[config.mk]
export PLATFORM = sky130hd
export DESIGN_NAME = sync_fifo_flex
export DESIGN_NICKNAME = d
export VERILOG_FILES = /design/src/rtl/sync_fifo_flex.sv
export SDC_FILE = /design/constraint.sdc
export NUM_CORES = 1
export LEC_CHECK = 0
export BUFFER_PORTS_ARGS = -buffer_cell sky130_fd_sc_hd__buf_2
export CAP_MARGIN = 40
export CORE_MARGIN = 10
export CORE_UTILIZATION = 55
export CTS_CLUSTER_DIAMETER = 60
export DETAILED_ROUTE_END_ITERATION = 8
export GPL_TIMING_DRIVEN = 0
export HOLD_SLACK_MARGIN = 0.12
export PLACE_DENSITY = 0.73
export SETUP_SLACK_MARGIN = 0.05
export SYNTH_ARGS = -nofsm -noshare
export SYNTH_HDL_FRONTEND = slang
export SYNTH_SLANG_ARGS = --single-unit
export TNS_END_PERCENT = 5
[constraint.sdc]
create_clock -name clk -period 5.5 [get_ports clk]
set_input_delay 0.275 -clock clk [delete_from_list [all_inputs] [get_ports clk]]
set_output_delay 0.275 -clock clk [all_outputs]
set_load 0.01 [all_outputs]
[src/rtl/sync_fifo_flex.sv]
`default_nettype none
// ============================================================================
// Module   : sync_fifo_flex
// Brief    : Single-clock FIFO with standard/FWFT read, occupancy count,
//            almost-full/empty thresholds, sticky error flags and sync clear.
// Revision : 1.0  initial release
// ============================================================================
module sync_fifo_flex #(
    parameter int DATA_WIDTH    = 32,
    parameter int ADDR_WIDTH    = 3,
    parameter int FWFT          = 0,
    parameter int AFULL_THRESH  = 6,
    parameter int AEMPTY_THRESH = 2
) (
    input  logic                  clk,
    input  logic                  resetn,
    input  logic                  clr,
    input  logic                  w_en,
    input  logic [DATA_WIDTH-1:0] w_data,
    input  logic                  r_en,
    output logic [DATA_WIDTH-1:0] r_data,
    output logic                  r_valid,
    output logic                  full,
    output logic                  empty,
    output logic                  almost_full,
    output logic                  almost_empty,
    output logic [ADDR_WIDTH:0]   count,
    output logic                  overflow,
    output logic                  underflow
);

    localparam int                  c_depth_int = 2 ** ADDR_WIDTH;
    localparam logic [ADDR_WIDTH:0] c_depth     = (ADDR_WIDTH + 1)'(c_depth_int);
    localparam logic [ADDR_WIDTH:0] c_afull     = (ADDR_WIDTH + 1)'(AFULL_THRESH);
    localparam logic [ADDR_WIDTH:0] c_aempty    = (ADDR_WIDTH + 1)'(AEMPTY_THRESH);
    localparam logic [ADDR_WIDTH:0] c_cnt_one   = (ADDR_WIDTH + 1)'(1);
    localparam logic [ADDR_WIDTH-1:0] c_ptr_one = ADDR_WIDTH'(1);

    logic [DATA_WIDTH-1:0] r_mem [c_depth_int];
    logic [ADDR_WIDTH-1:0] r_wptr;
    logic [ADDR_WIDTH-1:0] r_rptr;
    logic [ADDR_WIDTH:0]   r_count;
    logic                  r_overflow;
    logic                  r_underflow;

    logic w_full;
    logic w_empty;
    logic w_write_ok;
    logic w_read_ok;

    assign w_full     = (r_count == c_depth);
    assign w_empty    = (r_count == '0);
    // clr wins over both requests, so neither side may move a pointer or the array
    assign w_write_ok = w_en & ~w_full  & ~clr;
    assign w_read_ok  = r_en & ~w_empty & ~clr;

    always_ff @(posedge clk or negedge resetn) begin
        if (!resetn) begin
            r_wptr      <= '0;
            r_rptr      <= '0;
            r_count     <= '0;
            r_overflow  <= 1'b0;
            r_underflow <= 1'b0;
        end else if (clr) begin
            r_wptr      <= '0;
            r_rptr      <= '0;
            r_count     <= '0;
            r_overflow  <= 1'b0;
            r_underflow <= 1'b0;
        end else begin
            if (w_write_ok) r_wptr <= r_wptr + c_ptr_one;
            if (w_read_ok)  r_rptr <= r_rptr + c_ptr_one;
            case ({w_write_ok, w_read_ok})
                2'b10:   r_count <= r_count + c_cnt_one;
                2'b01:   r_count <= r_count - c_cnt_one;
                default: r_count <= r_count;
            endcase
            if (w_en & w_full)  r_overflow  <= 1'b1;
            if (r_en & w_empty) r_underflow <= 1'b1;
        end
    end

    always_ff @(posedge clk) begin
        if (w_write_ok) r_mem[r_wptr] <= w_data;
    end

    generate
        if (FWFT != 0) begin : g_fwft
            // Head word is presented combinationally; forced to zero while empty
            assign r_data  = w_empty ? '0 : r_mem[r_rptr];
            assign r_valid = ~w_empty;
        end else begin : g_std
            logic [DATA_WIDTH-1:0] r_rdata;
            logic                  r_rvalid;

            always_ff @(posedge clk or negedge resetn) begin
                if (!resetn) begin
                    r_rdata  <= '0;
                    r_rvalid <= 1'b0;
                end else if (clr) begin
                    r_rvalid <= 1'b0;
                end else begin
                    r_rvalid <= w_read_ok;
                    if (w_read_ok) r_rdata <= r_mem[r_rptr];
                end
            end

            assign r_data  = r_rdata;
            assign r_valid = r_rvalid;
        end
    endgenerate

    assign full         = w_full;
    assign empty        = w_empty;
    assign almost_full  = (r_count >= c_afull);
    assign almost_empty = (r_count <= c_aempty);
    assign count        = r_count;
    assign overflow     = r_overflow;
    assign underflow    = r_underflow;

endmodule
`default_nettype wire

==> impl_metrics.py, run 1 <==
metrics = {
    "worst_setup_path": {
        "r2r_slack_ns": 2.62,
        "cp-start-kind": "flip-flop",
        "r2r_end": "count[3]",
        "arrival_ns": 3.34,
        "cp-end-kind": "flip-flop",
        "criticalPathCategory": "reg -> reg",
        "r2r-start": "count[1]",
        "required_ns": 5.96,
        "worst-path-max-fanout": 9,
        "r2r_cells": 9,
        "cp_slowest_stage_delay_ns": 0.62,
        "cpMaxStageDelayCell": "or4b_4",
        "worstPathCellList": "buf_6, or4b_4, a211oi_4, ha_1, o21ai_0, nand2b_1, mux2_1, or3b_1, a21oi_1",
    },
    "min_path": {
        "hp-class": "in -> reg",
        "hold_start": "w_en",
        "hold_path_depth": 3,
        "holdPathEnd": "overflow",
    },
    "routing": {
        "vias_per_cell": 5.74,
        "vias": 5807,
        "drt_iter0_drc": 515,
        "wire_per_inst_um": 24.0,
        "routed_wirelength_um": 24300,
        "drt-pass1-iter-count": 5,
        "drc_errors": 0,
        "ant_nets": 0,
    },
    "logic_synthesis": {
        "synth.area.mux_share_pct": 15.8,
        "synth_cell_types": 33,
        "synth_xor_area_share_pct": 0.852,
        "syn_area_um2": 11500,
        "synth-compound-area-share_pct": 1.98,
        "ys_seq_area_share_pct": 76.9,
        "synth_fa_ha_area_share_pct": 0.437,
        "syn-instance-count": 553,
        "syn_nets": 594,
        "ys_ff_latch": 301,
        "yosysWarningCount": 0,
        "synth_top_family_by_area": "multiplexers",
        "postSynthAreaPerCell_um2": 20.7,
        "synth-simple-area-share_pct": 2.96,
    },
    "pwr": {
        "p_leak_nw": 4.67,
        "p_seq_share_pct": 47.2,
        "p_comb_share_pct": 20.8,
        "pwr-share-clk_pct": 32.0,
        "ir_drop_mv": 0.238,
        "p_int_mw": 4.31,
        "p_sw_share_pct": 26.2,
        "powerDensity_nw_per_um2": 422,
        "switching_power_mw": 1.53,
    },
    "global_routing": {
        "grt_max_degree": 32,
        "grt_usage_pct": 18.1,
        "grt_overflow": 0,
        "top_usage_layer": "met2",
        "use_met1_pct": 23.0,
        "antenna_found_initial": 0,
        "grt_pass1_wl_um": 36800,
        "grt_util_met2_pct": 31.6,
        "grt_pass1_vias": 6251,
        "grt_use_met3_pct": 3.05,
    },
    "placed_design": {
        "gp_routability_congestion": 0.764,
        "place_inst": 922,
        "port-buffer-count": 79,
        "dpl.hpwl_um": 15600,
    },
    "layout": {
        "layout.cells.non_filler": 1011,
        "num-nets-final": 761,
        "postLayoutCoreUtil_pct": 67.9,
        "syn2layout_area_growth_pct": 20.7,
        "antenna_cells": 0,
        "drive_above_1_share_pct": 30.4,
    },
    "die": {
        "fp-row-count": 52,
        "num_io_pins": 80,
        "die_h_um": 164,
        "die_area_um2": 27000,
        "core_um2": 20400,
        "die_w_um": 164,
        "initial_core_util_pct": 56.3,
    },
    "clock_tree": {
        "htree_num_levels": 1,
        "cts_resized": 0,
        "post-cts-setup-buffer-count": 0,
        "cts_buffers": 29,
        "path_clk_slew_ns": 0.06,
        "clkSinkCount": 301,
        "ctsHoldBuffers": 35,
        "clkLatencyLatePin_ns": 0.54,
        "cts_root_buf": "clkbuf_16",
        "cts_tree": "built",
        "clk_path_buf_depth": 3,
    },
    "sta": {
        "fmax_mhz": 347,
        "worst_slew_pin_slew_ns": 0.860,
        "timing.final.hold_violations": 0,
        "skew_ns": 0.0168,
        "maxSlewViolCount": 0,
        "finalSetupTns_ns": 0,
        "holdWs_ns": 0.138,
        "layout_min_cycle_time_ns": 2.88,
        "rsz0062_at_grt": "false",
        "fin_crit_sh_pct": 52.4,
        "relSlewSlack_pct": 42.7,
        "setup_violations": 0,
    },
    "status": {
        "status": "complete, no violations",
    },
    "run": {
        "drv_cap": 0,
    },
}
==> cell families (layout without fill, tap and decap cells) <==
family	count (synthesis)	in the layout
multiplexers	101	101
adder cells (fa/ha/maj)	4	4
XOR/XNOR	9	9
flip-flops	301	301
AND/OR/NAND/NOR	69	69
AO/OA/AOI/OAI	41	41
buffers and inverters	28	216
==> cells in the final DEF (no fill, tap or decap), types with 7 or more instances in the layout <==
cell type and count:
mux2i_1 36, dlygate4sd3_1 36, mux4_2 64, clkbuf_16 29, buf_4 7, nor2_1 46, edfxtp_1 256, buf_2 85
a21oi_1 35, dfrtp_1 45, clkbuf_1 21
==> cell usage after synthesis <==
| master | count | share of area (%) |
|---|---|---|
| mux2i_1 | 36 | 3.1 |
| xor2_1 | 6 | 0.46 |
| a21o_1 | 1 | 0.066 |
| ha_1 | 4 | 0.44 |
| dfrtp_1 | 45 | 9.8 |
| nand2_8 | 1 | 0.17 |
| inv_1 | 1 | 0.033 |
| o21ai_0 | 2 | 0.087 |
| buf_6 | 1 | 0.098 |
| a211oi_1 | 1 | 0.066 |
| mux2_1 | 1 | 0.098 |
| edfxtp_1 | 256 | 67 |
| nand2b_1 | 4 | 0.22 |
| buf_2 | 6 | 0.26 |
| nand3b_1 | 1 | 0.066 |
| nor4_4 | 1 | 0.19 |
| nand2b_2 | 1 | 0.076 |
| mux4_2 | 64 | 13 |
| nor3_1 | 2 | 0.087 |
| nor2_1 | 52 | 1.7 |
| nand2_1 | 2 | 0.066 |
| or3_1 | 1 | 0.055 |
| or3b_1 | 1 | 0.076 |
| a211oi_4 | 1 | 0.17 |
| xnor2_1 | 2 | 0.15 |
| a31oi_1 | 1 | 0.055 |
| nand3_1 | 1 | 0.044 |
| a21oi_1 | 35 | 1.5 |
| clkbuf_1 | 14 | 0.46 |
| xor2_4 | 1 | 0.24 |
| or4b_4 | 1 | 0.12 |
| buf_1 | 6 | 0.20 |
| nor4bb_1 | 1 | 0.087 |
==> registers in the layout, indices dropped and copies added (netlist names) <==
name / count
r_mem: 256
overflow: 1
r_wptr: 3
count: 4
r_rptr: 3
underflow: 1
r_data: 32
r_valid: 1
==> worst max-delay path, delay by kind of cell (launching register included) <==
family | cells | cell delay [ns]
AO/OA/AOI/OAI | 3 | 0.60
adder cells (fa/ha/maj) | 1 | 0.31
buffers and inverters | 1 | 0.14
flip-flops | 1 | 0.38
multiplexers | 1 | 0.31
AND/OR/NAND/NOR | 3 | 1.05
==> worst max-delay path by stage <==
stage          startpoint           end  slack [ns]  cells after the start
3_3_place_gp     count[0]  r_mem[0][27]       -0.60                      4
2_1_floorplan    count[0]   r_mem[0][0]        1.60                      4
5_1_grt          count[1]      count[3]        2.51                      9
3_5_place_dp     count[1]      count[3]        2.64                      9
6_report         count[1]      count[3]        2.62                      9
4_1_cts          count[1]      count[3]        2.61                      9
==> layout make-up <==
type	count	area (um2)
flip-flops and latches	301	8810
fillers	1275	6540
multi-input cells	224	2580
repair buffers	136	1080
clock buffers	41	821
well taps	270	338
plain buffers	27	116
clock inverters	11	77.6
inverters	1	3.75
==> metrics by stage <==
stage                     setup slack (ns)  instance area [um2]  power, mW
after floorplan                       1.60                11500       3.57
final                                 2.62                13800       5.84
after global placement              -0.605                12200       3.94
after global routing                  2.51                13800       6.09
after CTS                             2.61                13800       5.90
after detailed placement              2.64                12500       4.02
==> power groups by stage <==
stage / clock network, mW / registers (mW) / logic, mW
floorplan: 0 / 2.85 / 0.723
global placement: 0 / 2.80 / 1.14
detailed placement: 0 / 2.80 / 1.21
CTS: 1.90 / 2.76 / 1.24
global route: 1.99 / 2.77 / 1.33
finish: 1.87 / 2.76 / 1.21
==> layer usage <==
layer  share of wire (%)  up-vias
met5                   0        -
met4                 1.9        0
met3                 6.7       37
met2                  52      207
met1                  39     3004
li1                    -     2559
Note: power is estimated with default switching activity, not from simulation.
==> run 2, diff against run 1 <==
==> constraint.sdc (replaced) <==
create_clock -name clk -period 2.8 [get_ports clk]
set_input_delay 0.14 -clock clk [delete_from_list [all_inputs] [get_ports clk]]
set_output_delay 0.14 -clock clk [all_outputs]
set_load 0.01 [all_outputs]
==> impl_metrics.py, run 2 (synthesis results as in run 1) <==
metrics = {
    "status": {
        "status": "complete, no violations",
    },
    "die": {
        "num_io_pins": 80,
        "die_w_um": 164,
        "fp-row-count": 52,
        "die_area_um2": 27000,
        "core_um2": 20400,
        "initial_core_util_pct": 56.3,
        "die_h_um": 164,
    },
    "routing": {
        "drc_errors": 0,
        "vias": 5820,
        "wire_per_inst_um": 24.4,
        "drt_iter0_drc": 498,
        "drt-pass1-iter-count": 5,
        "routed_wirelength_um": 24800,
        "vias_per_cell": 5.75,
        "ant_nets": 0,
    },
    "min_path": {
        "hold_path_depth": 2,
        "holdPathEnd": "r_mem[6][4]",
        "hold_start": "w_data[4]",
        "hp-class": "in -> reg",
    },
    "worst_setup_path": {
        "r2r-start": "count[1]",
        "cp-end-kind": "flip-flop",
        "required_ns": 3.27,
        "cpMaxStageDelayCell": "or4b_4",
        "cp_slowest_stage_delay_ns": 0.60,
        "criticalPathCategory": "reg -> reg",
        "r2r_slack_ns": 0.06,
        "worst-path-max-fanout": 9,
        "cp-start-kind": "flip-flop",
        "crit_cells": 9,
        "r2r_end": "count[3]",
        "r2r_cells": 9,
        "worstPathCellList": "buf_6, or4b_4, a211oi_4, ha_4, o21ai_0, nand2b_1, mux2_1, or3b_1, a21oi_1",
        "path_buf_inv": 1,
        "arrival_ns": 3.21,
        "crit_family": "simple AND/OR/NAND/NOR gates",
    },
    "pwr": {
        "ir_drop_mv": 0.477,
        "totalPowerFinal_mw": 11.5,
        "powerDensity_nw_per_um2": 829,
        "p_leak_nw": 4.66,
    },
    "layout": {
        "postLayoutCellArea_um2": 13900,
        "num-nets-final": 762,
        "drive_above_1_share_pct": 30.2,
        "fill_cells": 1311,
        "syn2layout_area_growth_pct": 21.2,
        "postLayoutCoreUtil_pct": 68.2,
        "largest_reg_flops": 256,
        "layout_commonest_cell": "edfxtp_1",
        "top_register": "r_mem",
        "final_cell_mix": "256 x edfxtp_1, 85 x buf_2, 64 x mux4_2",
    },
    "clock_tree": {
        "htree_num_levels": 1,
        "clk_path_buf_depth": 3,
        "cts_tree": "built",
        "clkLatencyLatePin_ns": 0.55,
        "cts_root_buf": "clkbuf_16",
        "cts_buffers": 29,
        "path_clk_slew_ns": 0.06,
        "clkSinkCount": 301,
    },
    "sta": {
        "timing.final.hold_violations": 0,
        "skew_ns": 0.0249,
        "worst_slew_pin_slew_ns": 0.874,
        "fmax_mhz": 365,
        "fin_ws_ns": 0.0619,
        "relSlewSlack_pct": 41.7,
        "holdWs_ns": 0.402,
        "setup_violations": 0,
        "rsz0062_at_grt": "true",
        "layout_min_cycle_time_ns": 2.74,
        "fin_crit_sh_pct": 97.8,
        "maxSlewViolCount": 0,
    },
    "global_routing": {
        "grt_pass1_vias": 6315,
        "grt_overflow": 0,
        "grt_max_degree": 31,
        "grt_usage_pct": 18.7,
        "grt_pass1_wl_um": 37700,
        "antenna_found_initial": 1,
    },
    "placed_design": {
        "gp_routability_congestion": 0.772,
        "dp_slack_ns": -0.0345,
        "place_area_um2": 12500,
        "dpl.hpwl_um": 15300,
        "port-buffer-count": 79,
    },
    "run": {
        "drv_cap": 0,
    },
}
[run 2: worst max-delay path by stage]
stage / slack [ns] / end / startpoint
finish: 0.06 / count[3] / count[1]
global route: -0.04 / count[3] / count[1]
CTS: 0.06 / count[3] / count[0]
detailed placement: -0.03 / count[3] / count[1]
global placement: -1.73 / r_mem[2][1] / count[0]
floorplan: -0.24 / r_mem[6][0] / count[0]
[run 2: routing by layer]
metal / GRT usage, % / vias to the layer above / part of all wire, %
met3: 3.28 / 27 / 5.7
met5: 0 / - / 0
met1: 23.6 / 3070 / 40
met4: 5.81 / 0 / 1.7
li1: - / 2568 / -
met2: 32.3 / 155 / 53
[run 2: metrics by stage]
| stage | instances | setup TNS, ns |
|---|---|---|
| 3_3_place_gp | 902 | -384.96 |
| 2_1_floorplan | 553 | -30.78 |
| 6_report | 1013 | 0 |
| 5_1_grt | 1013 | -0.458 |
| 4_1_cts | 1007 | 0 |
| 3_5_place_dp | 916 | -0.0345 |
[run 2: timing repair]
action	in CTS	in global routing
resized for setup	0	2
endpoints found under the hold margin	309	0
setup buffers	1	5
pin swaps	2	4
setup endpoints to repair	1	39
hold buffers	38	0
[run 2: power by group]
| group | switching [mW] | total, mW | internal [mW] |
|---|---|---|---|
| registers | 0.213 | 5.43 | 5.22 |
| logic | 1.27 | 2.42 | 1.15 |
| clock network | 1.53 | 3.67 | 2.13 |
| total | 3.02 | 11.5 | 8.50 |
[run 2: area by class of cell]
type | instances | area (um2) | share of cell area [%]
tap | 270 | 338 | 2.43
buffer | 27 | 116 | 0.838
clock buffer | 46 | 840 | 6.05
multi-input combinational | 224 | 2610 | 18.8
timing repair buffer | 137 | 1110 | 7.98
inverter | 1 | 3.75 | 0.0270
clock inverter | 6 | 56.3 | 0.406
antenna | 1 | 2.50 | 0.0180
sequential | 301 | 8810 | 63.5
